<file path="src/rtl/spi_endpoint_arbiter_if.sv">
// Bus bundle between the SPI stack, the endpoint arbiter and its endpoints.
// Signals: spi_req_*  (SPI send side -> arbiter), port_req_* (arbiter -> endpoints),
//          port_resp_* (endpoints -> arbiter), spi_resp_* (arbiter -> SPI recv side).
// Modports: slave = arbiter view, master = surrounding environment view.
interface spi_endpoint_arbiter_if #(
  parameter int nbits     = 32,
  parameter int num_ports = 4
);
  logic                           spi_req_val;
  logic [nbits-1:0]               spi_req_msg;
  logic                           spi_req_rdy;
  logic [num_ports-1:0]           port_req_val;
  logic [nbits-3:0]               port_req_msg;
  logic [num_ports-1:0]           port_req_rdy;
  logic [num_ports-1:0]           port_resp_val;
  logic [num_ports*(nbits-2)-1:0] port_resp_msg;
  logic [num_ports-1:0]           port_resp_rdy;
  logic                           spi_resp_val;
  logic [nbits-1:0]               spi_resp_msg;
  logic                           spi_resp_rdy;

  modport slave (
    input  spi_req_val, spi_req_msg, port_req_rdy, port_resp_val, port_resp_msg, spi_resp_rdy,
    output spi_req_rdy, port_req_val, port_req_msg, port_resp_rdy, spi_resp_val, spi_resp_msg
  );

  modport master (
    output spi_req_val, spi_req_msg, port_req_rdy, port_resp_val, port_resp_msg, spi_resp_rdy,
    input  spi_req_rdy, port_req_val, port_req_msg, port_resp_rdy, spi_resp_val, spi_resp_msg
  );
endinterface

</file>
<file path="src/rtl/spi_endpoint_arbiter.sv">
// spi_endpoint_arbiter: routes SPI request packets to one of up to four endpoints
// by the top two message bits (zero latency) and merges endpoint responses into a
// single registered output slot, granted round-robin and tagged with the source id.
// Ports: clk, reset (synchronous, active-high), bus (spi_endpoint_arbiter_if.slave).
// Option macro SPI_ARB_ERR_RESP_EN: an invalid-id request is answered with
// {id, all ones}; without it such requests are accepted and dropped.
module spi_endpoint_arbiter #(
  parameter int nbits     = 32,
  parameter int num_ports = 4
) (
  input  logic                  clk,
  input  logic                  reset,
  spi_endpoint_arbiter_if.slave bus
);
  localparam int pw = nbits - 2;

  logic [1:0]       req_id;
  logic             load_en;
  logic             grant_vld;
  logic [1:0]       grant;
  logic [pw-1:0]    grant_msg;
  logic             take_port;
  logic             err_load;
  logic [nbits-1:0] err_msg;
  logic             out_full;
  logic [nbits-1:0] out_msg;
  logic [1:0]       ptr;

  assign req_id           = bus.spi_req_msg[nbits-1 -: 2];
  assign bus.port_req_msg = bus.spi_req_msg[pw-1:0];
  assign bus.spi_resp_val = out_full;
  assign bus.spi_resp_msg = out_msg;
  assign load_en          = !out_full || bus.spi_resp_rdy;

`ifdef SPI_ARB_ERR_RESP_EN
  logic       err_pend;
  logic [1:0] err_id;
  logic       req_bad;

  assign req_bad  = bus.spi_req_val && (32'(req_id) >= 32'(num_ports));
  assign err_load = err_pend && load_en && !reset;
  assign err_msg  = {err_id, {pw{1'b1}}};

  always_ff @(posedge clk) begin
    if (reset) begin
      err_pend <= 1'b0;
      err_id   <= '0;
    end else if (err_load) begin
      err_pend <= 1'b0;
    end else if (req_bad && !err_pend) begin
      err_pend <= 1'b1;
      err_id   <= req_id;
    end
  end
`else
  assign err_load = 1'b0;
  assign err_msg  = '0;
`endif

  // Request decode: an id with no matching port falls through to the default ready.
  always_comb begin
    bus.port_req_val = '0;
`ifdef SPI_ARB_ERR_RESP_EN
    bus.spi_req_rdy  = !err_pend;
`else
    bus.spi_req_rdy  = 1'b1;
`endif
    for (int unsigned i = 0; i < num_ports; i++) begin
      if (req_id == 2'(i)) begin
        bus.port_req_val[i] = bus.spi_req_val;
        bus.spi_req_rdy     = bus.port_req_rdy[i];
      end
    end
  end

  // Round-robin scan from ptr+1 done as two priority passes: ports above ptr first,
  // then wrap to ports at or below ptr.
  always_comb begin
    grant_vld = 1'b0;
    grant     = '0;
    for (int unsigned i = 0; i < num_ports; i++) begin
      if (!grant_vld && bus.port_resp_val[i] && (2'(i) > ptr)) begin
        grant_vld = 1'b1;
        grant     = 2'(i);
      end
    end
    for (int unsigned i = 0; i < num_ports; i++) begin
      if (!grant_vld && bus.port_resp_val[i] && (2'(i) <= ptr)) begin
        grant_vld = 1'b1;
        grant     = 2'(i);
      end
    end
  end

  assign take_port = grant_vld && load_en && !err_load && !reset;

  always_comb begin
    bus.port_resp_rdy = '0;
    grant_msg         = '0;
    for (int unsigned i = 0; i < num_ports; i++) begin
      if (grant == 2'(i)) begin
        bus.port_resp_rdy[i] = take_port;
        grant_msg            = bus.port_resp_msg[i*pw +: pw];
      end
    end
  end

  always_ff @(posedge clk) begin
    if (reset) begin
      out_full <= 1'b0;
      out_msg  <= '0;
      ptr      <= 2'(num_ports - 1);
    end else if (err_load) begin
      out_full <= 1'b1;
      out_msg  <= err_msg;
    end else if (take_port) begin
      out_full <= 1'b1;
      out_msg  <= {grant, grant_msg};
      ptr      <= grant;
    end else if (out_full && bus.spi_resp_rdy) begin
      out_full <= 1'b0;
    end
  end
endmodule
</file>
<file path="src/flat_wrapper.sv">
// flat-port wrapper written by rule: the top's interface ports become plain ports
module spi_endpoint_arbiter_flat 
#(
  parameter int nbits     = 32,
  parameter int num_ports = 4
)
  (clk, reset, bus_spi_req_val, bus_spi_req_msg, bus_port_req_rdy, bus_port_resp_val, bus_port_resp_msg, bus_spi_resp_rdy, bus_spi_req_rdy, bus_port_req_val, bus_port_req_msg, bus_port_resp_rdy, bus_spi_resp_val, bus_spi_resp_msg);
  spi_endpoint_arbiter_if #(.nbits(nbits), .num_ports(num_ports)) bus_i ();
  input  logic clk;
  input  logic reset;
  input wire logic [$bits(bus_i.spi_req_val)-1:0] bus_spi_req_val;
  input wire logic [$bits(bus_i.spi_req_msg)-1:0] bus_spi_req_msg;
  input wire logic [$bits(bus_i.port_req_rdy)-1:0] bus_port_req_rdy;
  input wire logic [$bits(bus_i.port_resp_val)-1:0] bus_port_resp_val;
  input wire logic [$bits(bus_i.port_resp_msg)-1:0] bus_port_resp_msg;
  input wire logic [$bits(bus_i.spi_resp_rdy)-1:0] bus_spi_resp_rdy;
  output wire logic [$bits(bus_i.spi_req_rdy)-1:0] bus_spi_req_rdy;
  output wire logic [$bits(bus_i.port_req_val)-1:0] bus_port_req_val;
  output wire logic [$bits(bus_i.port_req_msg)-1:0] bus_port_req_msg;
  output wire logic [$bits(bus_i.port_resp_rdy)-1:0] bus_port_resp_rdy;
  output wire logic [$bits(bus_i.spi_resp_val)-1:0] bus_spi_resp_val;
  output wire logic [$bits(bus_i.spi_resp_msg)-1:0] bus_spi_resp_msg;
  assign bus_i.spi_req_val = bus_spi_req_val;
  assign bus_i.spi_req_msg = bus_spi_req_msg;
  assign bus_i.port_req_rdy = bus_port_req_rdy;
  assign bus_i.port_resp_val = bus_port_resp_val;
  assign bus_i.port_resp_msg = bus_port_resp_msg;
  assign bus_i.spi_resp_rdy = bus_spi_resp_rdy;
  assign bus_spi_req_rdy = bus_i.spi_req_rdy;
  assign bus_port_req_val = bus_i.port_req_val;
  assign bus_port_req_msg = bus_i.port_req_msg;
  assign bus_port_resp_rdy = bus_i.port_resp_rdy;
  assign bus_spi_resp_val = bus_i.spi_resp_val;
  assign bus_spi_resp_msg = bus_i.spi_resp_msg;
  spi_endpoint_arbiter #(.nbits(nbits), .num_ports(num_ports)) u_core (.clk(clk), .reset(reset), .bus(bus_i));
endmodule
</file>
<file path="config.mk">
export PLATFORM = sky130hd
export DESIGN_NAME = spi_endpoint_arbiter_flat
export DESIGN_NICKNAME = d
export VERILOG_FILES = /design/src/rtl/spi_endpoint_arbiter_if.sv /design/src/rtl/spi_endpoint_arbiter.sv /design/src/flat_wrapper.sv
export SDC_FILE = /design/constraint.sdc
export NUM_CORES = 1
export LEC_CHECK = 0
export CAP_MARGIN = 40
export CORE_MARGIN = 2
export CORE_UTILIZATION = 30
export DETAILED_ROUTE_END_ITERATION = 8
export PLACE_DENSITY = 0.83
export SYNTH_ARGS = -nofsm -noshare
export SYNTH_HDL_FRONTEND = slang
export SYNTH_SLANG_ARGS = --single-unit
</file>
<file path="constraint.sdc">
create_clock -name clk -period 1.6 [get_ports clk]
set_clock_uncertainty 0.1 [all_clocks]
set_input_delay 0.24 -clock clk [delete_from_list [all_inputs] [get_ports clk]]
set_output_delay 0.24 -clock clk [all_outputs]
set_load 0.02 [all_outputs]
</file>
==> flow_summary.html, run 1 <==
<table>
<tr><th>Metric</th><th>Value</th></tr>
<tr><th colspan="2">Logic synthesis</th></tr>
<tr><td>Number of synthesized flops with an enable pin</td><td>0</td></tr>
<tr><td>Post-synth net total</td><td>518</td></tr>
<tr><td>Count of mapped cells out of synthesis</td><td>354</td></tr>
<tr><td>Count of state elements after synthesis</td><td>35</td></tr>
<tr><td>Count of distinct cell types in the synthesized netlist</td><td>51</td></tr>
<tr><td>Yosys warning total</td><td>0</td></tr>
<tr><td>Primary flip-flop cell chosen by synthesis mapping</td><td>sky130_fd_sc_hd__dfxtp_1</td></tr>
<tr><td>Share of async-settable or async-resettable flops after synthesis</td><td>0%</td></tr>
<tr><td>Average instance area after synthesis</td><td>7.98 µm²</td></tr>
<tr><td>Sequential-to-total area share from yosys stat</td><td>24.8%</td></tr>
<tr><td>Mapped Area</td><td>2820 µm²</td></tr>
<tr><th colspan="2">Critical path</th></tr>
<tr><td>Category of the worst setup path launch point</td><td>flip-flop</td></tr>
<tr><td>Arrival time of data at the critical path endpoint</td><td>2.03 ns</td></tr>
<tr><td>Type of destination of the critical path</td><td>flip-flop</td></tr>
<tr><td>Critical path start-end classification</td><td>flip-flop to flip-flop</td></tr>
<tr><td>Data required time of the worst path</td><td>1.67 ns</td></tr>
<tr><td>Largest fanout on the critical path</td><td>6</td></tr>
<tr><th colspan="2">Place</th></tr>
<tr><td>Final HPWL from detailed placement</td><td>8.70 mm</td></tr>
<tr><td>PortBufs</td><td>175</td></tr>
<tr><td>Final weighted congestion in routability-driven placement</td><td>0.851</td></tr>
<tr><th colspan="2">Detailed routing</th></tr>
<tr><td>Post-route antenna net violation count</td><td>0</td></tr>
<tr><td>Detail-routed via count per cell</td><td>5.48</td></tr>
<tr><td>Detailed-route wire length</td><td>12.8 mm</td></tr>
<tr><td>DRC violation total after the first TritonRoute iteration</td><td>110</td></tr>
<tr><td>Detail Route met2 WL</td><td>6.35 mm</td></tr>
<tr><td>Number of search-and-repair iterations in the first detailed-routing pass</td><td>5</td></tr>
<tr><td>DR DRC count</td><td>0</td></tr>
<tr><td>Overall via count from detail_route</td><td>3592</td></tr>
<tr><td>Total met3 wirelength after detailed routing</td><td>932 µm</td></tr>
<tr><td>Detail-routed net length per standard cell</td><td>19.6 µm</td></tr>
<tr><td>Met1 layer wirelength in the final routing</td><td>5.04 mm</td></tr>
<tr><td>Top layer in use</td><td>met4</td></tr>
<tr><th colspan="2">Timing</th></tr>
<tr><td>Slew at the pin with the worst max-slew slack</td><td>0.388 ns</td></tr>
<tr><td>RSZ-0062 raised after global routing</td><td>yes</td></tr>
<tr><td>Worst rel slew slack</td><td>73.9%</td></tr>
<tr><td>Upper clock frequency limit</td><td>510 MHz</td></tr>
<tr><td>Final worst path period need</td><td>1.96 ns</td></tr>
<tr><td>Count of final setup violators</td><td>37</td></tr>
<tr><td>Final Hold Violating Endpoints</td><td>0</td></tr>
<tr><td>Final clock period utilization by the worst path</td><td>123%</td></tr>
<tr><td>Number of pins exceeding their max-slew limit in the final report</td><td>0</td></tr>
<tr><td>Post-layout worst setup margin</td><td>-0.360 ns</td></tr>
<tr><th colspan="2">Global routing</th></tr>
<tr><td>Pin count of the biggest net entering global routing</td><td>29</td></tr>
<tr><td>GR Util All Layers</td><td>23.5%</td></tr>
<tr><td>Number of antenna violations at the first check in global routing</td><td>0</td></tr>
<tr><td>Residual overflow from global routing</td><td>0</td></tr>
<tr><td>Number of global-route vias before repair</td><td>3661</td></tr>
<tr><td>Global-route wire length before repair</td><td>18.6 mm</td></tr>
<tr><th colspan="2">CTS</th></tr>
<tr><td>CTS max path bufs</td><td>2</td></tr>
<tr><td>Clock-pin slew on the worst setup and hold paths</td><td>0.08 ns</td></tr>
<tr><td>Master cell of the clock root buffer</td><td>sky130_fd_sc_hd__clkbuf_8</td></tr>
<tr><td>CTS sink cnt</td><td>35</td></tr>
<tr><td>Number of buffers added by the clock tree synthesis step</td><td>5</td></tr>
<tr><td>Hold bufs inserted after CTS</td><td>0</td></tr>
<tr><td>Insertion delay to the later sink of the worst-skew pair</td><td>0.29 ns</td></tr>
<tr><td>H-tree levels</td><td>2</td></tr>
<tr><td>TritonCTS clock tree</td><td>yes</td></tr>
<tr><th colspan="2">Status</th></tr>
<tr><td>Violations in the final reports</td><td>negative setup slack</td></tr>
<tr><td>Run status</td><td>finished, violations left</td></tr>
<tr><th colspan="2">Floorplan</th></tr>
<tr><td>Row cnt</td><td>35</td></tr>
<tr><td>DIE AREA</td><td>10200 µm²</td></tr>
<tr><td>Number of top-level pins</td><td>236</td></tr>
<tr><td>Chip width</td><td>101 µm</td></tr>
<tr><td>Initial standard-cell utilization of the core</td><td>30.7%</td></tr>
<tr><td>Chip Height</td><td>101 µm</td></tr>
<tr><td>Area of the core region</td><td>9200 µm²</td></tr>
<tr><th colspan="2">Hold path</th></tr>
<tr><td>Path class of the lowest-slack min-delay path</td><td>input pin to output port</td></tr>
<tr><th colspan="2">Final layout</th></tr>
<tr><td>Layout fillers</td><td>806</td></tr>
<tr><td>Net total in the final layout</td><td>707</td></tr>
<tr><td>Ant diodes</td><td>0</td></tr>
<tr><td>Share of cells above drive strength 1</td><td>29.0%</td></tr>
<tr><td>Utilization after layout</td><td>59.4%</td></tr>
<tr><td>Synth-to-layout area growth</td><td>93.6%</td></tr>
<tr><th colspan="2">Power</th></tr>
<tr><td>Overall power consumption</td><td>3.67 mW</td></tr>
<tr><td>Maximum vdd drop</td><td>0.340 mV</td></tr>
<tr><td>Cell leakage power</td><td>2.42 nW</td></tr>
<tr><td>Power Density</td><td>672 nW/µm²</td></tr>
<tr><th colspan="2">Job</th></tr>
<tr><td>Number of maximum-capacitance violations</td><td>0</td></tr>
</table>
-- path summary, 6_finish.rpt --
| kind | to | slack [ns] | from | depth (start not counted) |
|---|---|---|---|---|
| hold reg to reg | u_core.bus.spi_resp_msg[28] | 0.40 | u_core.bus.spi_resp_msg[28] | 2 |
| setup reg to reg | u_core.bus.spi_resp_msg[4] | -0.36 | u_core.ptr[0] | 10 |
| setup / recovery | u_core.bus.spi_resp_msg[4] | -0.36 | u_core.ptr[0] | 10 |
| hold / removal | bus_port_req_msg[1] | 0.38 | bus_spi_req_msg[1] | 0 |
-- critical path, cell delays in order (launching register included) --
cell	delay, ns
sky130_fd_sc_hd__dfxtp_4	0.36
sky130_fd_sc_hd__buf_4	0.14
sky130_fd_sc_hd__nand2b_4	0.15
sky130_fd_sc_hd__buf_4	0.14
sky130_fd_sc_hd__a21oi_4	0.16
sky130_fd_sc_hd__buf_6	0.13
sky130_fd_sc_hd__nor2_4	0.05
sky130_fd_sc_hd__buf_4	0.13
sky130_fd_sc_hd__buf_6	0.12
sky130_fd_sc_hd__o2bb2ai_1	0.12
sky130_fd_sc_hd__a32o_1	0.25
-- stage by stage --
stage	setup slack, ns	cells	TNS (ns)	cell area (µm²)	hold slack, ns
6_report	-0.360	655	-10.03	5470	0.380
5_1_grt	-0.414	655	-12.04	5470	0.380
4_1_cts	-0.340	652	-8.78	5250	0.380
3_5_place_dp	-0.968	624	-31.99	4730	0.379
3_3_place_gp	-0.934	624	-30.84	4730	0.375
2_1_floorplan	-0.0518	354	-0.598	2910	0.320
-- registers in the layout, summed over array words and instances (netlist names) --
signal	count
u_core.bus.spi_resp_msg	32
u_core.bus.spi_resp_val	1
u_core.ptr	2
-- where the power goes --
part / internal, mW / switching [mW] / leakage [nW]
Clock: 0.306 / 0.330 / 0.0422
Sequential: 0.988 / 0.0666 / 0.290
Combinational: 1.07 / 0.909 / 2.09
-- Yosys cell counts, drive strengths merged, types with 4 or more instances --
| master | count | area share (%) |
|---|---|---|
| a21oi | 4 | 0.71 |
| o21ai | 31 | 5.6 |
| buf | 55 | 15 |
| a32o | 24 | 8.5 |
| dfxtp | 35 | 25 |
| o2bb2ai | 24 | 7.4 |
| nor2 | 9 | 1.4 |
| nor2b | 4 | 1.2 |
| a221oi | 4 | 1.2 |
| o22ai | 5 | 1.1 |
| clkbuf | 9 | 1.2 |
| o31ai | 5 | 2.3 |
| nand2b | 4 | 0.89 |
| or2 | 25 | 5.6 |
| o211ai | 4 | 1.2 |
| nand2 | 51 | 6.8 |
| nor3 | 32 | 6.2 |
-- placed cells by master (no fill, tap or decap), drive strengths merged, types with 9 or more instances in the layout --
cell type and instances:
clkbuf 10, nor3 32, a32o 24, dfxtp 35, dlymetal6s2s 23, or2 25, nand2 51, clkdlybuf4s50 128
o2bb2ai 24, nor2 9, o21ai 31, dlygate4sd2 12, buf 77
-- per-layer routing --
layer | vias to the layer above | track usage, %
met5 | - | 0
met4 | 0 | 12.1
met3 | 50 | 5.96
met2 | 194 | 39.8
met1 | 1691 | 27.2
li1 | 1657 | -
-- repair_timing --
action | in CTS | in global routing
setup endpoints to repair | 49 | 64
cloned | 6 | 1
hold endpoints to repair | 0 | 0
buffers inserted | 14 | 4
pin swaps | 20 | 17
resized for setup | 117 | 62
-- logic make-up after synthesis --
logic type,count (synthesis),synth area share (%)
simple gates,137,24.9
compound gates,114,33.1
flops,35,24.8
mux,1,0.797
buf+inv,67,16.4
-- layout make-up --
cell class              instances  area, µm²  area share (%)
flip-flops and latches         35        709            13.0
repair buffers                246       2560            46.8
clock buffers                   7       76.3            1.40
inverters                       3       11.3           0.206
multi-input cells             252       1970            36.0
well taps                     111        139            2.54
clock inverters                 1       5.00          0.0916
Power figures use the tool's default switching activity.
==> inputs of run 2 (changes only) <==
GPL_ROUTABILITY_DRIVEN = 0   (was not set)
SKIP_LAST_GASP = 1   (was not set)
==> flow_summary.html, run 2 (synthesis results as in run 1) <==
<table>
<tr><th>Metric</th><th>Value</th></tr>
<tr><th colspan="2">Floorplan</th></tr>
<tr><td>Initial standard-cell utilization of the core</td><td>30.7%</td></tr>
<tr><td>Chip Height</td><td>101 µm</td></tr>
<tr><td>Number of top-level pins</td><td>236</td></tr>
<tr><td>Area of the core region</td><td>9200 µm²</td></tr>
<tr><td>Row cnt</td><td>35</td></tr>
<tr><td>Chip width</td><td>101 µm</td></tr>
<tr><td>DIE AREA</td><td>10200 µm²</td></tr>
<tr><th colspan="2">Critical path</th></tr>
<tr><td>CP max stage delay</td><td>0.37 ns</td></tr>
<tr><td>Largest fanout on the critical path</td><td>5</td></tr>
<tr><td>Data required time of the worst path</td><td>1.26 ns</td></tr>
<tr><td>Arrival time of data at the critical path endpoint</td><td>1.62 ns</td></tr>
<tr><td>R2r setup slk</td><td>-0.36 ns</td></tr>
<tr><td>Most frequent CP cell</td><td>sky130_fd_sc_hd__buf_6</td></tr>
<tr><td>Category of the worst setup path launch point</td><td>flip-flop</td></tr>
<tr><td>Worst reg2reg path startpoint</td><td>u_core.ptr[0]</td></tr>
<tr><td>CP max-delay cell</td><td>sky130_fd_sc_hd__dfxtp_4</td></tr>
<tr><td>Critical path start-end classification</td><td>flip-flop to output port</td></tr>
<tr><td>Path depth of the worst reg2reg path</td><td>11</td></tr>
<tr><td>Type of destination of the critical path</td><td>output port</td></tr>
<tr><td>Family with the most delay on the worst path</td><td>buffers and inverters</td></tr>
<tr><td>Buffering stage count on the worst path with inverters included</td><td>3</td></tr>
<tr><td>Ordered cell list for the critical path</td><td>buf_6 &gt; nor2b_4 &gt; buf_6 &gt; o211ai_1 &gt; nor4_4 &gt; buf_4</td></tr>
<tr><td>Worst flop-to-flop path endpoint</td><td>u_core.bus.spi_resp_msg[13]</td></tr>
<tr><th colspan="2">Detailed routing</th></tr>
<tr><td>DRC violation total after the first TritonRoute iteration</td><td>129</td></tr>
<tr><td>Detail-routed via count per cell</td><td>5.45</td></tr>
<tr><td>Number of search-and-repair iterations in the first detailed-routing pass</td><td>4</td></tr>
<tr><td>Detailed-route wire length</td><td>12.6 mm</td></tr>
<tr><td>Detail-routed net length per standard cell</td><td>19.3 µm</td></tr>
<tr><td>Post-route antenna net violation count</td><td>0</td></tr>
<tr><td>Overall via count from detail_route</td><td>3556</td></tr>
<tr><td>DR DRC count</td><td>0</td></tr>
<tr><th colspan="2">Power</th></tr>
<tr><td>Combinational share of power</td><td>52.8%</td></tr>
<tr><td>P_sw</td><td>1.26 mW</td></tr>
<tr><td>Share of power burned in registers</td><td>29.6%</td></tr>
<tr><td>Maximum vdd drop</td><td>0.349 mV</td></tr>
<tr><td>Cell leakage power</td><td>2.37 nW</td></tr>
<tr><td>Fraction of power spent switching nets</td><td>35.4%</td></tr>
<tr><td>Power Internal</td><td>2.30 mW</td></tr>
<tr><td>Clk pwr share</td><td>17.6%</td></tr>
<tr><td>Power Density</td><td>671 nW/µm²</td></tr>
<tr><th colspan="2">Global routing</th></tr>
<tr><td>Met1 layer usage reported by global route</td><td>26.0%</td></tr>
<tr><td>Met3 GRT Util</td><td>6.10%</td></tr>
<tr><td>Number of antenna violations at the first check in global routing</td><td>0</td></tr>
<tr><td>Layer with the highest usage after global routing</td><td>met2</td></tr>
<tr><td>Residual overflow from global routing</td><td>0</td></tr>
<tr><td>Number of global-route vias before repair</td><td>3716</td></tr>
<tr><td>Global-route wire length before repair</td><td>18.7 mm</td></tr>
<tr><td>Global-route met2 utilization</td><td>42.8%</td></tr>
<tr><td>Pin count of the biggest net entering global routing</td><td>37</td></tr>
<tr><td>GR Util All Layers</td><td>23.6%</td></tr>
<tr><th colspan="2">Final layout</th></tr>
<tr><td>Final std cell area, no fill</td><td>5310 µm²</td></tr>
<tr><td>Ant diodes</td><td>0</td></tr>
<tr><td>Net total in the final layout</td><td>704</td></tr>
<tr><td>Number of flip-flops in the largest register</td><td>32</td></tr>
<tr><td>Synth-to-layout area growth</td><td>88.2%</td></tr>
<tr><td>Share of cells above drive strength 1</td><td>28.5%</td></tr>
<tr><td>Commonest cells after routing, fill and taps aside</td><td>sky130_fd_sc_hd__clkdlybuf4s50_1 (127), sky130_fd_sc_hd__nand2_1 (49), sky130_fd_sc_hd__buf_4 (46)</td></tr>
<tr><td>Layout fillers</td><td>815</td></tr>
<tr><td>Utilization after layout</td><td>57.8%</td></tr>
<tr><td>Most common cell after layout, fill and taps aside</td><td>sky130_fd_sc_hd__clkdlybuf4s50_1</td></tr>
<tr><th colspan="2">Status</th></tr>
<tr><td>Run status</td><td>finished, violations left</td></tr>
<tr><td>Violations in the final reports</td><td>negative setup slack</td></tr>
<tr><th colspan="2">Hold path</th></tr>
<tr><td>Number of instances on the worst hold path</td><td>0</td></tr>
<tr><td>Hold-critical path endpoint</td><td>bus_port_req_msg[1]</td></tr>
<tr><td>Worst Min Path Start</td><td>bus_spi_req_msg[1]</td></tr>
<tr><td>Path class of the lowest-slack min-delay path</td><td>input pin to output port</td></tr>
<tr><th colspan="2">CTS</th></tr>
<tr><td>Insertion delay to the later sink of the worst-skew pair</td><td>0.29 ns</td></tr>
<tr><td>Hold bufs inserted after CTS</td><td>0</td></tr>
<tr><td>Clock-pin slew on the worst setup and hold paths</td><td>0.08 ns</td></tr>
<tr><td>CTS max path bufs</td><td>2</td></tr>
<tr><td>CTS sink cnt</td><td>35</td></tr>
<tr><td>Number of buffers added by the clock tree synthesis step</td><td>5</td></tr>
<tr><td>TritonCTS clock tree</td><td>yes</td></tr>
<tr><td>Master cell of the clock root buffer</td><td>sky130_fd_sc_hd__clkbuf_8</td></tr>
<tr><td>H-tree levels</td><td>2</td></tr>
<tr><th colspan="2">Timing</th></tr>
<tr><td>Post-layout worst setup margin</td><td>-0.363 ns</td></tr>
<tr><td>RSZ-0062 raised after global routing</td><td>yes</td></tr>
<tr><td>Number of pins exceeding their max-slew limit in the final report</td><td>0</td></tr>
<tr><td>Upper clock frequency limit</td><td>509 MHz</td></tr>
<tr><td>Final clock period utilization by the worst path</td><td>123%</td></tr>
<tr><td>Final Hold Violating Endpoints</td><td>0</td></tr>
<tr><td>Slew at the pin with the worst max-slew slack</td><td>0.349 ns</td></tr>
<tr><td>Worst rel slew slack</td><td>76.6%</td></tr>
<tr><td>Count of final setup violators</td><td>38</td></tr>
<tr><td>Smallest hold slack</td><td>0.380 ns</td></tr>
<tr><td>Final worst path period need</td><td>1.96 ns</td></tr>
<tr><th colspan="2">Place</th></tr>
<tr><td>Cell area after placement</td><td>4720 µm²</td></tr>
<tr><td>Final HPWL from detailed placement</td><td>8.59 mm</td></tr>
<tr><td>PortBufs</td><td>175</td></tr>
<tr><th colspan="2">Job</th></tr>
<tr><td>Number of maximum-capacitance violations</td><td>0</td></tr>
</table>
-- run 2: repair_timing --
item / 4_1_cts / 5_1_grt
pin swaps: 16 / 14
buffers inserted: 14 / 4
resized for setup: 117 / 62
cloned: 6 / 0
endpoints found under the setup margin: 52 / 63
-- run 2: final cells by class --
type / count / area, µm² / share of cell area (%)
Clock inverter: 1 / 5.00 / 0.0942
Clock buffer: 7 / 76.3 / 1.44
Timing Repair Buffer: 243 / 2470 / 46.6
Inverter: 3 / 11.3 / 0.212
Multi-Input combinational cell: 252 / 1900 / 35.7
Tap cell: 111 / 139 / 2.61
Sequential cell: 35 / 709 / 13.4
-- run 2: per-layer routing --
metal	routed length (µm)	up-vias
li1	-	1649
met1	4940	1667
met2	6270	197
met3	991	43
met4	410	0
met5	0	-
-- run 2: stage by stage --
| stage | std cells | setup slack, ns | power [mW] | setup TNS [ns] |
|---|---|---|---|---|
| after global routing | 652 | -0.454 | 3.74 | -13.48 |
| final | 652 | -0.363 | 3.56 | -10.30 |
| after floorplan | 354 | -0.0518 | 1.98 | -0.598 |
| after detailed placement | 624 | -0.966 | 2.71 | -33.93 |
| after CTS | 652 | -0.356 | 3.54 | -9.94 |
| after global placement | 624 | -0.936 | 2.68 | -32.24 |
-- run 2: worst max path at each step --
stage                               startpoint                     endpoint  slack [ns]  cells after the start
final                            u_core.ptr[0]         bus_port_resp_rdy[3]       -0.36                      6
after CTS                        u_core.ptr[0]         bus_port_resp_rdy[3]       -0.36                      6
after global placement    bus_port_resp_val[3]         bus_port_resp_rdy[0]       -0.94                      7
after floorplan                  u_core.ptr[1]  u_core.bus.spi_resp_msg[14]       -0.05                      6
after global routing             u_core.ptr[0]   u_core.bus.spi_resp_msg[9]       -0.45                     11
after detailed placement  bus_port_resp_val[3]         bus_port_resp_rdy[3]       -0.97                      6
-- run 2: power groups by stage --
stage | clock [mW] | sequential, mW | combinational (mW)
after global routing | 0.679 | 1.07 | 1.99
after CTS | 0.644 | 1.06 | 1.84
after floorplan | 0 | 1.20 | 0.783
final | 0.627 | 1.05 | 1.88
after detailed placement | 0 | 1.08 | 1.63
after global placement | 0 | 1.08 | 1.61
